File: src/rtl/seg7_scan_capture_if.sv
// Scanned 7-segment bus: the multiplexed digit strobe and pattern going in,
// the captured static per-digit patterns and status coming out.
interface seg7_scan_capture_if #(
  parameter int W_DIGIT = 8,
  parameter int W_SEG   = 8
);
  logic [W_SEG-1:0]   hgfedcba;
  logic [W_DIGIT-1:0] digit;
  logic [W_SEG-1:0]   hex [W_DIGIT];
  logic [W_DIGIT-1:0] valid;
  logic               capture;
  logic               scan_err;

  modport master (
    output hgfedcba, digit,
    input  hex, valid, capture, scan_err
  );

  modport slave (
    input  hgfedcba, digit,
    output hex, valid, capture, scan_err
  );
endinterface

File: src/rtl/seg7_scan_capture.sv
// Recovers static per-digit patterns from a multiplexed 7-segment scan once a pattern holds stable.
// Define SEG7_SCAN_CAPTURE_TIMEOUT_EN to build per-digit expiry of unrefreshed digits.
module seg7_scan_capture #(
  parameter int W_DIGIT        = 8,
  parameter int W_SEG          = 8,
  parameter int STABLE_CYCLES  = 4,
  parameter int TIMEOUT_CYCLES = 65536,
  parameter logic [0:W_DIGIT-1][W_SEG-1:0] R_INIT = '0
) (
  input logic                 clk,
  input logic                 rst,
  seg7_scan_capture_if.slave  scan
);

  if (STABLE_CYCLES < 1 || STABLE_CYCLES > 255 || TIMEOUT_CYCLES < 2) begin : g_bad_params
    $error("seg7_scan_capture: STABLE_CYCLES or TIMEOUT_CYCLES out of range");
  end

  localparam int             RW      = 8;
  localparam logic [RW-1:0]  RUN_MAX = RW'(STABLE_CYCLES);

  logic [W_DIGIT-1:0] digit_q, digit_prev_q;
  logic [W_SEG-1:0]   seg_q, seg_prev_q;
  logic               smp_vld_q;
  logic [RW-1:0]      run_q, run_d;
  logic [W_SEG-1:0]   hex_q [W_DIGIT];
  logic [W_SEG-1:0]   hex_d [W_DIGIT];
  logic [W_DIGIT-1:0] valid_q, valid_d;
  logic               capture_q, capture_d;
  logic               scan_err_q, scan_err_d;

  logic               same, new_run, fire, onehot;
  logic [W_DIGIT-1:0] load, expire;

  // A run counts from the first real sample after reset; run_q == 0 means
  // the previous-sample register does not hold a real sample yet.
  always_comb begin
    // NOTE: every combinational output gets a default first, so no path leaves it unassigned and no latch is inferred.
    run_d   = run_q;
    fire    = 1'b0;
    same    = (seg_q == seg_prev_q) && (digit_q == digit_prev_q);
    new_run = (run_q == '0) || !same;
    onehot  = (digit_q != '0) && ((digit_q & (digit_q - W_DIGIT'(1))) == '0);
    if (smp_vld_q) begin
      if (new_run)                run_d = RW'(1);
      else if (run_q != RUN_MAX)  run_d = run_q + RW'(1);
      fire = new_run ? (RUN_MAX == RW'(1)) : (run_q == RUN_MAX - RW'(1));
    end
  end

  assign load = (fire && onehot) ? digit_q : '0;

`ifdef SEG7_SCAN_CAPTURE_TIMEOUT_EN
  localparam int            AW       = $clog2(TIMEOUT_CYCLES + 1);
  localparam logic [AW-1:0] AGE_MAX  = AW'(TIMEOUT_CYCLES);
  localparam logic [AW-1:0] AGE_TRIP = AW'(TIMEOUT_CYCLES - 1);

  logic [AW-1:0] age_q [W_DIGIT];
  logic [AW-1:0] age_d [W_DIGIT];

  always_comb begin
    expire = '0;
    for (int i = 0; i < W_DIGIT; i++) begin
      expire[i] = valid_q[i] && (age_q[i] == AGE_TRIP);
      if (load[i])                  age_d[i] = '0;
      else if (age_q[i] == AGE_MAX) age_d[i] = age_q[i];
      else                          age_d[i] = age_q[i] + AW'(1);
    end
  end

  always_ff @(posedge clk or negedge rst) begin
    if (!rst) begin
      for (int i = 0; i < W_DIGIT; i++) age_q[i] <= '0;
    end else begin
      age_q <= age_d;
    end
  end
`else
  assign expire = '0;
`endif

  // Capture wins over expiry when both hit the same digit on one edge.
  always_comb begin
    hex_d      = hex_q;
    valid_d    = valid_q;
    capture_d  = |load;
    scan_err_d = scan_err_q | (fire & ~onehot);
    for (int i = 0; i < W_DIGIT; i++) begin
      if (load[i]) begin
        hex_d[i]   = seg_q;
        valid_d[i] = 1'b1;
      end else if (expire[i]) begin
        hex_d[i]   = '0;
        valid_d[i] = 1'b0;
      end
    end
  end

  always_ff @(posedge clk or negedge rst) begin
    if (!rst) begin
      digit_q      <= '0;
      digit_prev_q <= '0;
      seg_q        <= '0;
      seg_prev_q   <= '0;
      smp_vld_q    <= 1'b0;
      run_q        <= '0;
      // NOTE: hex is a handful of flops with a per-entry reset value, not a RAM, so resetting every entry is intended.
      for (int i = 0; i < W_DIGIT; i++) hex_q[i] <= R_INIT[i];
      valid_q      <= '0;
      capture_q    <= 1'b0;
      scan_err_q   <= 1'b0;
    end else begin
      // NOTE: non-blocking assignments let every register see the pre-edge values, which the sample/previous pipeline relies on.
      digit_q      <= scan.digit;
      seg_q        <= scan.hgfedcba;
      digit_prev_q <= digit_q;
      seg_prev_q   <= seg_q;
      smp_vld_q    <= 1'b1;
      run_q        <= run_d;
      hex_q        <= hex_d;
      valid_q      <= valid_d;
      capture_q    <= capture_d;
      scan_err_q   <= scan_err_d;
    end
  end

  assign scan.hex      = hex_q;
  assign scan.valid    = valid_q;
  assign scan.capture  = capture_q;
  assign scan.scan_err = scan_err_q;

endmodule
File: src/flat_wrapper.sv
// flat-port wrapper written by rule: the top's interface ports become plain ports
module seg7_scan_capture_flat 
#(
  parameter int W_DIGIT        = 8,
  parameter int W_SEG          = 8,
  parameter int STABLE_CYCLES  = 4,
  parameter int TIMEOUT_CYCLES = 65536,
  parameter logic [0:W_DIGIT-1][W_SEG-1:0] R_INIT = '0
)
  (clk, rst, scan_hgfedcba, scan_digit, scan_hex, scan_valid, scan_capture, scan_scan_err);
  seg7_scan_capture_if #(.W_DIGIT(W_DIGIT), .W_SEG(W_SEG)) scan_i ();
  input logic clk;
  input logic rst;
  input wire logic [$bits(scan_i.hgfedcba)-1:0] scan_hgfedcba;
  input wire logic [$bits(scan_i.digit)-1:0] scan_digit;
  output wire logic [$bits(scan_i.hex)-1:0] scan_hex;
  output wire logic [$bits(scan_i.valid)-1:0] scan_valid;
  output wire logic [$bits(scan_i.capture)-1:0] scan_capture;
  output wire logic [$bits(scan_i.scan_err)-1:0] scan_scan_err;
  assign scan_i.hgfedcba = scan_hgfedcba;
  assign scan_i.digit = scan_digit;
  assign scan_hex = {>>{scan_i.hex}};
  assign scan_valid = scan_i.valid;
  assign scan_capture = scan_i.capture;
  assign scan_scan_err = scan_i.scan_err;
  seg7_scan_capture #(.W_DIGIT(W_DIGIT), .W_SEG(W_SEG), .STABLE_CYCLES(STABLE_CYCLES), .TIMEOUT_CYCLES(TIMEOUT_CYCLES), .R_INIT(R_INIT)) u_core (.clk(clk), .rst(rst), .scan(scan_i));
endmodule
File: config.mk
export PLATFORM = sky130hd
export DESIGN_NAME = seg7_scan_capture_flat
export DESIGN_NICKNAME = d
export VERILOG_FILES = /design/src/rtl/seg7_scan_capture_if.sv /design/src/rtl/seg7_scan_capture.sv /design/src/flat_wrapper.sv
export SDC_FILE = /design/constraint.sdc
export NUM_CORES = 1
export LEC_CHECK = 0
export ABC_AREA = 1
export CAP_MARGIN = 0
export CELL_PAD_IN_SITES_DETAIL_PLACEMENT = 1
export CELL_PAD_IN_SITES_GLOBAL_PLACEMENT = 1
export CORE_UTILIZATION = 40
export DETAILED_ROUTE_END_ITERATION = 8
export GPL_ROUTABILITY_DRIVEN = 0
export PLACE_DENSITY = 0.9
export REMOVE_ABC_BUFFERS = 1
export SETUP_SLACK_MARGIN = 0.1
export SLEW_MARGIN = 20
export SYNTH_ARGS = -nofsm -noshare
export SYNTH_HDL_FRONTEND = slang
export SYNTH_SLANG_ARGS = --single-unit
File: constraint.sdc
create_clock -name clk -period 3.1 [get_ports clk]
set_input_delay 0.465 -clock clk [delete_from_list [all_inputs] [get_ports clk]]
set_output_delay 0.465 -clock clk [all_outputs]
set_load 0.01 [all_outputs]
# Word level (Yosys, flattened, before mapping)
# Index checks and enable logic that the tools add are counted.
[totals]
regBits = 115
wordCells = 50
[classes]
addsub = 2
n_eq_ne = 4
mux = 5
bitwise = 4
n_reduce_logical = 11
[ops]
columns = ["cell", "n"]
rows = [
  ["2-to-1 mux 8 bit", 3],
  ["== test 8 bit", 2],
  ["zero test 8 bit", 2],
  ["adder 8 x 1 -> 8 bit, second input constant", 1],
  ["AND 8 bit", 1],
  ["== test 8 x 2 -> 1 bit, second input constant", 1],
  ["inequality test 8 x 3 -> 1 bit, second input constant", 1],
  ["nonzero test 8 bit", 1],
  ["OR reduction 8 bit", 1],
  ["subtractor 8 x 1 -> 8 bit, second input constant", 1],
  ["logical AND 1 bit", 3],
  ["2-to-1 mux 1 bit", 2],
  ["AND reduction 2 bit", 1],
  ["nonzero test 2 bit", 1],
  ["AND 1 bit", 1],
  ["zero test 1 bit", 1],
  ["logical OR 1 bit", 1],
  ["NOT 1 bit", 1],
  ["OR 1 bit", 1],
]

# Logic depth before layout (Yosys ltp)
# Gate-level depths: netlist of the first run.
[depth]
ltp_word = 9
mapped_depth = 13

# Worst setup path after synthesis of the first run
# Ideal clock, no wire load.
[synth_timing]
path_kind = "flip-flop to flip-flop"
start = "register u_core.digit_q[2]"
end = "register u_core.hex_q, in the netlist u_core.scan.hex[24]"
setup_ps = 118
arrival_time_ps = 1581
path_slack_ps = 1401
stages_incl_launch_ff = 11
path_buffers = 2
cell_sequence = "dfrtp_1 > buf_2 > xnor2_1 > nand2_1 > nor2_2 > nand3_4 > nor2_8 > buf_12 > nand3_4 > nand2_1 > nand2_1"
[synth_via]
elab_chain_len = 8
elab_cells_between_ends = 13
cone_classes = "add/sub: 1; eq/ne: 1; mux: 3; bitwise: 1; reduce/logical: 7"
[synth_rtl]
columns = ["element", "line", "rtl"]
rows = [
  ["start, declared", "seg7_scan_capture.sv:22", "logic [W_DIGIT-1:0] digit_q, digit_prev_q;"],
  ["start signal, assigned", "seg7_scan_capture.sv:114", "digit_q <= scan.digit;"],
  ["parallel branches: the longest is 6 deep, another holds subtractor 8 x 1 -> 8 bit", "-", ""],
  ["logical AND 1 bit *", "seg7_scan_capture.sv:51", "assign load = (fire && onehot) ? digit_q : '0;"],
  ["2-to-1 mux 8 bit *", "seg7_scan_capture.sv:51", ""],
  ["end signal, assigned", "seg7_scan_capture.sv:120", "hex_q <= hex_d;"],
  ["end, declared", "seg7_scan_capture.sv:26", "logic [W_SEG-1:0] hex_q [W_DIGIT];"],
]
# Every way passes the cells marked *.
# A chain may end at the register's enable or synchronous reset.

# Worst setup path in the final report of the first run
[layout_timing]
start = "register u_core.digit_q[5]"
end = "register u_core.hex_q, in the netlist u_core.scan.hex[46]"
# The elaborated chain is that of the path after synthesis.

==> summary.md, run 1 <==
| Metric | Value |
|---|---|
| Height of the die | `112 µm` |
| Die Wd | `~110 µm` |
| Most common cell in the netlist | `sky130_fd_sc_hd__nand2_1` |
| Clk buf depth | `2` |
| Drt initial violations | `about 200` |
| Result of the run | `finished, final reports clean` |
| Number of hold violations in the final report | `0` |
| Launching element of the worst setup path | `u_core.digit_q[5]` |
| Final count of negative-setup-slack endpoints | `0` |
| Hold-fix buffer count after cts | `0` |
| Maximum number of pins on one net before global-route repair | `54` |
| CP Data Required Time | `3.40 ns` |
| Clock-pin slew on the worst setup and hold paths | `0.05 ns` |
| Residual antenna-violating net count after detailed routing | `0` |
| Antenna Cells | `0` |
| Max Slew Vio Count | `0` |
| Startpoint of the lowest-slack register-to-register path | `u_core.digit_q[5]` |
| Final global-route overflow total | `0` |
| Post-CTS sizing | `0` |
| Data arrival time of the worst path | `2.96 ns` |
| Critical Path Fanout Max | `29` |
| Highest achievable clock rate | `around 380 MHz` |
| Worst Setup End Kind | `register` |
| Ports | `a little over 90` |
| Total number of vias | `4126` |
| Count of clock tree sinks | `about 120` |
| Number of cells in the design after placement | `between 700 and 800` |
| Primary FF master, synth | `sky130_fd_sc_hd__dfrtp_1` |
| Final total negative setup slack | `0 ns` |
| Crit start category | `register` |
| Wire per inst | `19.3 µm` |
| Layout Skew | `about 0.011 ns` |
| Period minus WS final | `~2.7 ns` |
| Number of standard cells after synthesis | `just over 500` |
| Sequential-to-total area share from yosys stat | `between 50% and 60%` |
| Number of standard cells in the layout, taps in and fillers out | `between 700 and 800` |
| Postcts setup bufs | `0` |
| Post-synthesis register bit count | `115` |
| Final layout net count | `626` |
| Synth top area share | `59.0%` |
| Synthesized area divided by synthesized cell count | `9.40 µm²` |
| Placeable core region | `0.0117 mm²` |
| Slew margin rel. | `52.6%` |
| Clock tree from TritonCTS | `yes` |
| Post-route cell area | `0.00638 mm²` |
| Starting density of the core | `a little over two fifths` |
| Site Rows | `39` |
| Worst Path Class, Setup | `register to register` |
| Number of antenna violations at the first check in global routing | `0` |
| Wire length of the first global-routing pass | `~24000 µm` |
| Proportion of register bits with asynchronous set or reset after synthesis | `100%` |
| Number of enable flip-flop cells after synthesis | `0` |
| Yosys cell types | `30` |
| RSZ-0062 raised after global routing | `no` |
| Pin slew with the least headroom to its limit | `0.711 ns` |
| Total of max-cap violations | `0` |
| Vias in the first global route | `4561` |
| Source-to-sink clock delay at the later pin of the worst-skew pair | `0.42 ns` |
| Number of levels in the clock H-tree | `4` |
| Synth top cells by count | `sky130_fd_sc_hd__nand2_1, sky130_fd_sc_hd__dfrtp_1, sky130_fd_sc_hd__nand4_1` |
| Top cells by area in the synthesized netlist | `sky130_fd_sc_hd__dfrtp_1, sky130_fd_sc_hd__nand2_1, sky130_fd_sc_hd__nand4_1` |
| Floorplan die area | `0.0126 mm²` |
| Period utilisation layout | `between 80 and 90%` |
| Total Routed Length | `14700 µm` |
| Count of filler cells inserted in the layout | `1306` |
| Place WS | `0.484 ns` |
| GRT Total Usage | `between 20% and 30%` |
| R2R depth | `12` |
| Inserted Clock Buffers | `17` |
| Syn-to-layout area delta | `30.8%` |
| Number of buffer cells added on primary ports | `91` |
| Leakage | `~0.0032 µW` |
| Number of warnings issued by yosys | `0` |
| CTS root buf | `sky130_fd_sc_hd__clkbuf_16` |
| Standard cell area after detailed placement | `0.00583 mm²` |
| Post-synthesis instance area | `around 0.005 mm²` |
| Post-DR vias/cell | `5.41` |
| Share of layout cells above drive strength 1 | `a little under a tenth` |
| Remaining DRCs | `0` |
| Path class of the lowest-slack min-delay path | `input pin to asynchronous set/reset pin` |
| Power per standard cell area | `552 mW/mm²` |
| Largest area contributor in the netlist | `sky130_fd_sc_hd__dfrtp_1` |
| Total half-perimeter wirelength after legalization and detailed placement | `9240 µm` |
| Highest ir drop seen on vdd | `0.395 mV` |
| Detailed-routing iteration count for the pre-antenna-repair pass | `5` |
| Worst setup slack after layout | `roughly 0.44 ns` |
[power by group]
group	internal (µW)	leakage, µW	switching, µW	total, µW
logic	43.1	0.00142	79.6	123
registers	1520	0.00153	56.4	1580
clock network	1130	0.000269	687	1820
total	2700	0.00321	823	3520
[kinds of logic after synthesis]
| group | synth area share (%) |
|---|---|
| xor+xnor | 1.44 |
| compound gates | 1.00 |
| simple gates | 30.8 |
| buf+inv | 7.18 |
| fa+ha+maj | 0.513 |
| flops | 59.0 |
| other cells | 0.0769 |
[layer usage]
metal  global-route usage (%)  part of all wire [%]  up-vias
met5                        0                     0        -
met4                     12.3                   3.8        0
met3                     6.59                   5.1       54
met2                     43.0                    50      158
met1                     29.3                    41     2055
li1                         -                     -     1859
[final cells by class]
class                   count  area, µm²  share of cell area (%)
inverters                  41        154                    2.41
flip-flops and latches    115       2880                    45.1
clock inverters            10       83.8                    1.31
multi-input cells         333       1650                    25.8
well taps                 143        179                    2.80
clock buffers              22        464                    7.27
repair buffers             98        973                    15.3
[path summary, 6_finish.rpt]
path	endpoint	slack (ns)
min	u_core.run_q[2]	0.10
min in group clk	u_core.scan.scan_err	0.47
max	u_core.scan.hex[46]	0.44
max reg2reg	u_core.scan.hex[46]	0.44
min reg2reg	u_core.scan.scan_err	0.47
max in group asynchronous	u_core.scan.hex[39]	2.23
[through the flow]
stage / util [%] / hold slack (ns) / total power (µW)
after floorplan: - / 0.169 / 1630
after global placement: 50.0 / 0.448 / 1710
after detailed placement: 50.0 / 0.458 / 1720
after CTS: 54.7 / 0.116 / 3550
after global routing: 54.7 / 0.150 / 3630
final: 54.7 / 0.101 / 3520
[critical path, cell delays in order (launching register included)]
cell                      delay, ns
sky130_fd_sc_hd__dfrtp_1       0.72
sky130_fd_sc_hd__inv_2         0.10
sky130_fd_sc_hd__nand2_1       0.09
sky130_fd_sc_hd__nand2_1       0.05
sky130_fd_sc_hd__nor2_1        0.11
sky130_fd_sc_hd__nand2_1       0.07
sky130_fd_sc_hd__nor2_2        0.15
sky130_fd_sc_hd__nand3_4       0.14
sky130_fd_sc_hd__nor2_8        0.37
sky130_fd_sc_hd__buf_4         0.37
sky130_fd_sc_hd__nand3_4       0.18
sky130_fd_sc_hd__nand2_1       0.11
sky130_fd_sc_hd__nand2_1       0.07
[layout by cell type (no fill, tap or decap), types with 3 or more instances in the layout]
master                            count
sky130_fd_sc_hd__nor2_1              26
sky130_fd_sc_hd__nor2_2               4
sky130_fd_sc_hd__clkinv_2             6
sky130_fd_sc_hd__xnor2_1              4
sky130_fd_sc_hd__dfrtp_1            115
sky130_fd_sc_hd__nand3_1              4
sky130_fd_sc_hd__o21ai_0              3
sky130_fd_sc_hd__clkbuf_1             3
sky130_fd_sc_hd__nor3_1               4
sky130_fd_sc_hd__o21ai_1              3
sky130_fd_sc_hd__xor2_1               4
sky130_fd_sc_hd__clkdlybuf4s50_1     90
sky130_fd_sc_hd__inv_1               34
sky130_fd_sc_hd__nand4_1             67
sky130_fd_sc_hd__nand2_1            195
sky130_fd_sc_hd__nand3_4              7
sky130_fd_sc_hd__inv_2                7
sky130_fd_sc_hd__buf_4                7
sky130_fd_sc_hd__clkbuf_16           17
[registers in the layout, indices dropped and copies added (netlist names)]
signal                cells
u_core.digit_prev_q       8
u_core.digit_q            8
u_core.run_q              8
u_core.scan.capture       1
u_core.scan.hex          64
u_core.scan.scan_err      1
u_core.scan.valid         8
u_core.seg_prev_q         8
u_core.seg_q              8
u_core.smp_vld_q          1
Power figures use the tool's default switching activity.
==> inputs of run 2 (changes only) <==
--- a/config.mk
+++ b/config.mk
@@ -9,10 +9,11 @@
 export CAP_MARGIN = 0
 export CELL_PAD_IN_SITES_DETAIL_PLACEMENT = 1
 export CELL_PAD_IN_SITES_GLOBAL_PLACEMENT = 1
-export CORE_UTILIZATION = 40
+export CORE_MARGIN = 3
+export CORE_UTILIZATION = 25
 export DETAILED_ROUTE_END_ITERATION = 8
 export GPL_ROUTABILITY_DRIVEN = 0
-export PLACE_DENSITY = 0.9
+export PLACE_DENSITY = 0.56
 export REMOVE_ABC_BUFFERS = 1
 export SETUP_SLACK_MARGIN = 0.1
 export SLEW_MARGIN = 20
==> run 2 against run 1 <==
First-iteration DRC count increased by 26%. Largest power group unchanged. Die area is 68% higher. Highest routed layer unchanged. Clock skew fell by 0.0048 ns.
==> summary.md, run 2 (synthesis gave the netlist of run 1 again) <==
| Metric | Value |
|---|---|
| Result of the run | `finished, final reports clean` |
| CTS root buf | `sky130_fd_sc_hd__clkbuf_16` |
| Commonest cells after routing, fill and taps aside | `sky130_fd_sc_hd__nand2_1, sky130_fd_sc_hd__dfrtp_1, sky130_fd_sc_hd__clkdlybuf4s50_1, sky130_fd_sc_hd__nand4_1, sky130_fd_sc_hd__inv_1` |
| Detailed-routing iteration count for the pre-antenna-repair pass | `4` |
| Pin slew with the least headroom to its limit | `0.677 ns` |
| Final layout net count | `629` |
| Highest ir drop seen on vdd | `0.398 mV` |
| Residual antenna-violating net count after detailed routing | `0` |
| Data arrival time of the worst path | `2.81 ns` |
| Site Rows | `50` |
| Remaining DRCs | `0` |
| Power per standard cell area | `531 mW/mm²` |
| Post-CTS sizing | `0` |
| Inserted Clock Buffers | `17` |
| Worst setup slack after layout | `~0.6 ns` |
| Total number of vias | `about 3900` |
| Total half-perimeter wirelength after legalization and detailed placement | `9590 µm` |
| Clk buf depth | `2` |
| Count of clock tree sinks | `115` |
| Postcts setup bufs | `0` |
| Number of hold violations in the final report | `0` |
| Worst Path Class, Setup | `register to register` |
| Worst Setup End Kind | `register` |
| Most common cell after layout, fill and taps aside | `sky130_fd_sc_hd__nand2_1` |
| Startpoint of the lowest-slack register-to-register path | `u_core.digit_q[1]` |
| Critical Path Fanout Max | `between 60 and 70` |
| Syn-to-layout area delta | `34.4%` |
| Maximum number of pins on one net before global-route repair | `just under 70` |
| Total Routed Length | `approximately 14000 µm` |
| R2R depth | `9` |
| Launching element of the worst setup path | `u_core.digit_q[1]` |
| Register-to-Register Setup Slack | `between 0.5 and 0.6 ns` |
| RSZ-0062 raised after global routing | `no` |
| Number of levels in the clock H-tree | `4` |
| Wire per inst | `about 16 µm` |
| GRT Total Usage | `between 10% and 20%` |
| Height of the die | `146 µm` |
| Vias in the first global route | `4209` |
| Number of cells in the design after placement | `850` |
| Place WS | `0.593 ns` |
| Wire length of the first global-routing pass | `22900 µm` |
| Sum of internal, switching and leakage power | `~3500 µW` |
| Final global-route overflow total | `0` |
| Antenna Cells | `0` |
| Clock tree from TritonCTS | `yes` |
| Crit start category | `register` |
| Hold-fix buffer count after cts | `0` |
| Source-to-sink clock delay at the later pin of the worst-skew pair | `0.41 ns` |
| Number of standard cells in the layout, taps in and fillers out | `882` |
| Period minus WS final | `2.52 ns` |
| Slew margin rel. | `54.8%` |
| Endpoint of the most critical register-to-register path | `u_core.scan.hex[4]` |
| Layout Skew | `slightly below 0.006 ns` |
| Die Wd | `146 µm` |
| Number of antenna violations at the first check in global routing | `0` |
| Final count of negative-setup-slack endpoints | `0` |
| Max Slew Vio Count | `0` |
| Post-DR vias/cell | `4.39` |
| Floorplan die area | `0.0212 mm²` |
| CP Data Required Time | `around 3.4 ns` |
| Total of max-cap violations | `0` |
| Starting density of the core | `25.7%` |
| Leakage | `0.00322 µW` |
| Ports | `92` |
| Period utilisation layout | `81.2%` |
| Path class of the lowest-slack min-delay path | `input pin to asynchronous set/reset pin` |
| Final total negative setup slack | `0 ns` |
| Drt initial violations | `254` |
| Worst setup path endpoint | `u_core.scan.hex[4]` |
| Number of buffer cells added on primary ports | `91` |
| Highest achievable clock rate | `397 MHz` |
| Placeable core region | `0.0190 mm²` |
| Number of flip-flops in the largest register | `64` |
| Core utilization of the finished layout | `34.6%` |
| Share of layout cells above drive strength 1 | `9.97%` |
| Clock-pin slew on the worst setup and hold paths | `0.05 ns` |
run 2: cell types whose count changed in the layout (fill, tap and decap cells not counted), sizes merged:
cell	change
clkbuf	-1
clkinvlp	+1
buf	+3
run 2: cell type report:
cell class                      count  area [µm²]
Tap cell                          260         325
Timing Repair Buffer              101        1010
Clock buffer                       21         450
Inverter                           41         154
Clock inverter                     11        87.6
Fill cell                        2154       12400
Multi-Input combinational cell    333        1650
Sequential cell                   115        2880
run 2: worst max-delay path, stage by stage (launching register included):
cell and delay [ns]:
sky130_fd_sc_hd__dfrtp_1 0.56, sky130_fd_sc_hd__nor2_2 0.22, sky130_fd_sc_hd__nand2_1 0.13, sky130_fd_sc_hd__nor3_1 0.17, sky130_fd_sc_hd__o21ai_1 0.17, sky130_fd_sc_hd__nor2_4 0.31, sky130_fd_sc_hd__buf_12 0.31, sky130_fd_sc_hd__nand3_2 0.25
sky130_fd_sc_hd__nand2_1 0.14, sky130_fd_sc_hd__nand2_1 0.06
run 2: worst min-delay path by stage:
stage	to	slack, ns	cells past startpoint
after floorplan	u_core.digit_prev_q[0]	0.17	0
after global placement	u_core.scan.valid[1]	0.45	2
after detailed placement	u_core.scan.valid[2]	0.45	2
after CTS	u_core.digit_q[1]	0.11	1
after global routing	u_core.digit_q[1]	0.14	1
final	u_core.run_q[2]	0.08	1
run 2: power by group:
part           leakage (µW)  switching (µW)  internal, µW
sequential          0.00153            48.4          1530
combinational       0.00143            79.1          45.7
clock              0.000262             675          1110
total               0.00322             802          2680
run 2: metrics by stage:
stage / hold WS [ns] / instance area [µm²]
2_1_floorplan: 0.169 / 4680
6_report: 0.0812 / 6550
3_3_place_gp: 0.448 / 6010
4_1_cts: 0.107 / 6550
3_5_place_dp: 0.450 / 6010
5_1_grt: 0.137 / 6550
run 2: metal layers:
metal	vias to the layer above	global-route usage [%]	share of wire (%)
li1	1854	-	-
met5	-	0	0
met3	9	4.64	3.8
met4	0	3.56	0.93
met1	1933	17.3	45
met2	73	22.7	50
==> inputs of run 3 (changes only) <==
--- a/config.mk
+++ b/config.mk
@@ -13,7 +13,7 @@
 export CORE_UTILIZATION = 25
 export DETAILED_ROUTE_END_ITERATION = 8
 export GPL_ROUTABILITY_DRIVEN = 0
-export PLACE_DENSITY = 0.56
+export PLACE_DENSITY = 0.58
 export REMOVE_ABC_BUFFERS = 1
 export SETUP_SLACK_MARGIN = 0.1
 export SLEW_MARGIN = 20
==> constraint.sdc (replaced) <==
create_clock -name clk -period 2.1 [get_ports clk]
set_input_delay 0.315 -clock clk [delete_from_list [all_inputs] [get_ports clk]]
set_output_delay 0.315 -clock clk [all_outputs]
set_load 0.01 [all_outputs]
==> run 3 against run 2 <==
Count of clock-buffer cells in the layout rose by 5. Sequential share of layout area is 5.4 points lower. Sequential cell count stayed put. Combinational power up 140%. Worst hold slack improved by 0.26 ns. Largest cell class unchanged. Highest routed layer unchanged.
==> summary.md, run 3 (synthesis gave the netlist of run 1 again) <==
| Metric | Value |
|---|---|
| Number of flip-flops in the largest register | `64` |
| Startpoint of the lowest-slack register-to-register path | `u_core.digit_q[1]` |
| Clock tree from TritonCTS | `yes` |
| Total stage count of the critical path | `11` |
| Worst Path Class, Setup | `register to register` |
| Clock-pin slew on the worst setup and hold paths | `0.05 ns` |
| RSZ-0062 raised after global routing | `yes` |
| Detailed-routing iteration count for the pre-antenna-repair pass | `4` |
| Vias in the first global route | `4490` |
| Max Slew Vio Count | `0` |
| Register-to-Register Setup Slack | `0.15 ns` |
| GRT Total Usage | `14.3%` |
| Data arrival time of the worst path | `2.25 ns` |
| Starting density of the core | `25.7%` |
| Leakage | `between 0.003 and 0.004 µW` |
| Pin slew with the least headroom to its limit | `between 0.5 and 0.6 ns` |
| Maximum number of pins on one net before global-route repair | `49` |
| Count of clock tree sinks | `115` |
| Number of buffer and inverter instances along the worst setup path | `1` |
| Site Rows | `50` |
| Clk buf depth | `2` |
| Result of the run | `finished, final reports clean` |
| Most common cell after layout, fill and taps aside | `sky130_fd_sc_hd__nand2_1` |
| Chain of cells forming the critical path | `nor2_1, nor2_1, nor2_1, nand2_1, nor2_4, nand3_4, nor2_8, clkbuf_16, nand3_2, nand2_1, nand2_1` |
| Number of levels in the clock H-tree | `4` |
| Syn-to-layout area delta | `53.7%` |
| Portion of total power attributed to combinational logic | `5.5%` |
| Post-DR vias/cell | `around 4.6` |
| Source-to-sink clock delay at the later pin of the worst-skew pair | `around 0.42 ns` |
| Crit start category | `register` |
| Ports | `92` |
| Die Wd | `146 µm` |
| Number of hold violations in the final report | `0` |
| Residual antenna-violating net count after detailed routing | `0` |
| Total Routed Length | `16900 µm` |
| Inserted Clock Buffers | `17` |
| Final global-route overflow total | `0` |
| Drt initial violations | `approximately 210` |
| Share of layout cells above drive strength 1 | `between 20% and 30%` |
| Commonest cells after routing, fill and taps aside | `sky130_fd_sc_hd__nand2_1, sky130_fd_sc_hd__dfrtp_1, sky130_fd_sc_hd__clkdlybuf4s50_1, sky130_fd_sc_hd__nand4_1, sky130_fd_sc_hd__buf_4` |
| Worst Setup End Kind | `register` |
| Core utilization of the finished layout | `around two fifths` |
| Period utilisation layout | `between 90% and 100%` |
| Remaining DRCs | `0` |
| Slew margin rel. | `66.5%` |
| Critical Path Fanout Max | `6` |
| Top delay family on crit path | `simple AND/OR/NAND/NOR gates` |
| Placeable core region | `0.0190 mm²` |
| Highest ir drop seen on vdd | `around 0.55 mV` |
| Standard cell area after detailed placement | `0.00617 mm²` |
| Reported net switching power | `1200 µW` |
| Height of the die | `146 µm` |
| Total number of vias | `4366` |
| Total of max-cap violations | `0` |
| Total half-perimeter wirelength after legalization and detailed placement | `10400 µm` |
| CTS root buf | `sky130_fd_sc_hd__clkbuf_16` |
| Antenna Cells | `0` |
| Final count of negative-setup-slack endpoints | `0` |
| Power per standard cell area | `~730 mW/mm²` |
| Internal | `4290 µW` |
| Wire per inst | `17.8 µm` |
| Wire length of the first global-routing pass | `24200 µm` |
| R2R depth | `11` |
| Endpoint of the most critical register-to-register path | `u_core.scan.hex[26]` |
| Path class of the lowest-slack min-delay path | `input pin to register` |
| Period minus WS final | `about 2 ns` |
| CP Data Required Time | `2.40 ns` |
| Highest achievable clock rate | `513 MHz` |
| Number of antenna violations at the first check in global routing | `0` |
| Post-route cell area | `0.00749 mm²` |
| Floorplan die area | `0.0212 mm²` |
| Number of buffer cells added on primary ports | `91` |
| Worst setup path endpoint | `u_core.scan.hex[26]` |
| Clock network fraction of total power | `52.6%` |
| Seq pwr share | `41.8%` |
| Slowest Stage Delay on Critical Path | `0.46 ns` |
| Crit path max-delay cell type | `sky130_fd_sc_hd__dfrtp_2` |
| Fraction of power spent switching nets | `21.8%` |
| Final layout net count | `698` |
| Launching element of the worst setup path | `u_core.digit_q[1]` |
| Layout Skew | `0.0116 ns` |
==> run 3: cell count changes in the layout (fill, tap and decap cells not counted), sizes merged <==
cell,previous run,this run
bufinv,1,2
nor2,32,33
dlygate4sd3,0,1
clkbuf,21,34
nand3,13,21
clkinvlp,3,0
clkinv,7,2
buf,11,62
==> run 3: area by class of cell <==
class	instances	area (µm²)
repair buffers	161	1700
multi-input cells	342	1830
inverters	41	154
flip-flops and latches	115	2890
clock buffers	26	519
well taps	260	325
fillers	2128	11500
clock inverters	4	70.1
==> run 3: through the flow <==
step                      std cells  power [µW]  TNS [ns]  worst slack [ns]  hold slack (ns)
final                           949        5480         0             0.151            0.339
after global routing            949        5680         0            0.0331            0.332
after CTS                       897        5500         0            0.0900            0.323
after detailed placement        866        2580         0            0.0419            0.328
after global placement          866        2570         0             0.121            0.316
after floorplan                 489        2410    -28.85            -0.496           0.0194
==> run 3: timing repair <==
item,in CTS,in global routing
endpoints found under the hold margin,34,0
cloned,0,17
resized for setup,6,38
pin swaps,0,16
hold buffers,1,0
endpoints found under the setup margin,11,72
buffers inserted,0,35
==> run 3: power by group through the flow <==
| stage | Clock (µW) | Sequential (µW) | Combinational [µW] |
|---|---|---|---|
| 6_report | 2890 | 2290 | 302 |
| 3_3_place_gp | 0 | 2320 | 251 |
| 4_1_cts | 2950 | 2290 | 259 |
| 5_1_grt | 3050 | 2300 | 333 |
| 3_5_place_dp | 0 | 2330 | 256 |
| 2_1_floorplan | 0 | 2340 | 66.0 |
==> run 3: per-layer routing <==
metal / global-route usage (%) / vias to the layer above / routed length (µm)
met5: 0 / - / 0
met4: 4.80 / 0 / 341
met3: 3.99 / 32 / 760
met2: 23.5 / 107 / 8290
met1: 18.2 / 2211 / 7490
li1: - / 2016 / -
==> run 3: how the worst min path moves through the flow <==
stage	start	endpoint	slack [ns]	depth (start not counted)
2_1_floorplan	rst	u_core.digit_prev_q[0]	0.02	0
3_3_place_gp	rst	u_core.scan.valid[1]	0.32	1
3_5_place_dp	rst	u_core.scan.hex[50]	0.33	1
4_1_cts	scan_hgfedcba[6]	u_core.seg_q[6]	0.32	1
5_1_grt	scan_hgfedcba[0]	u_core.seg_q[0]	0.33	1
6_report	scan_hgfedcba[6]	u_core.seg_q[6]	0.34	1
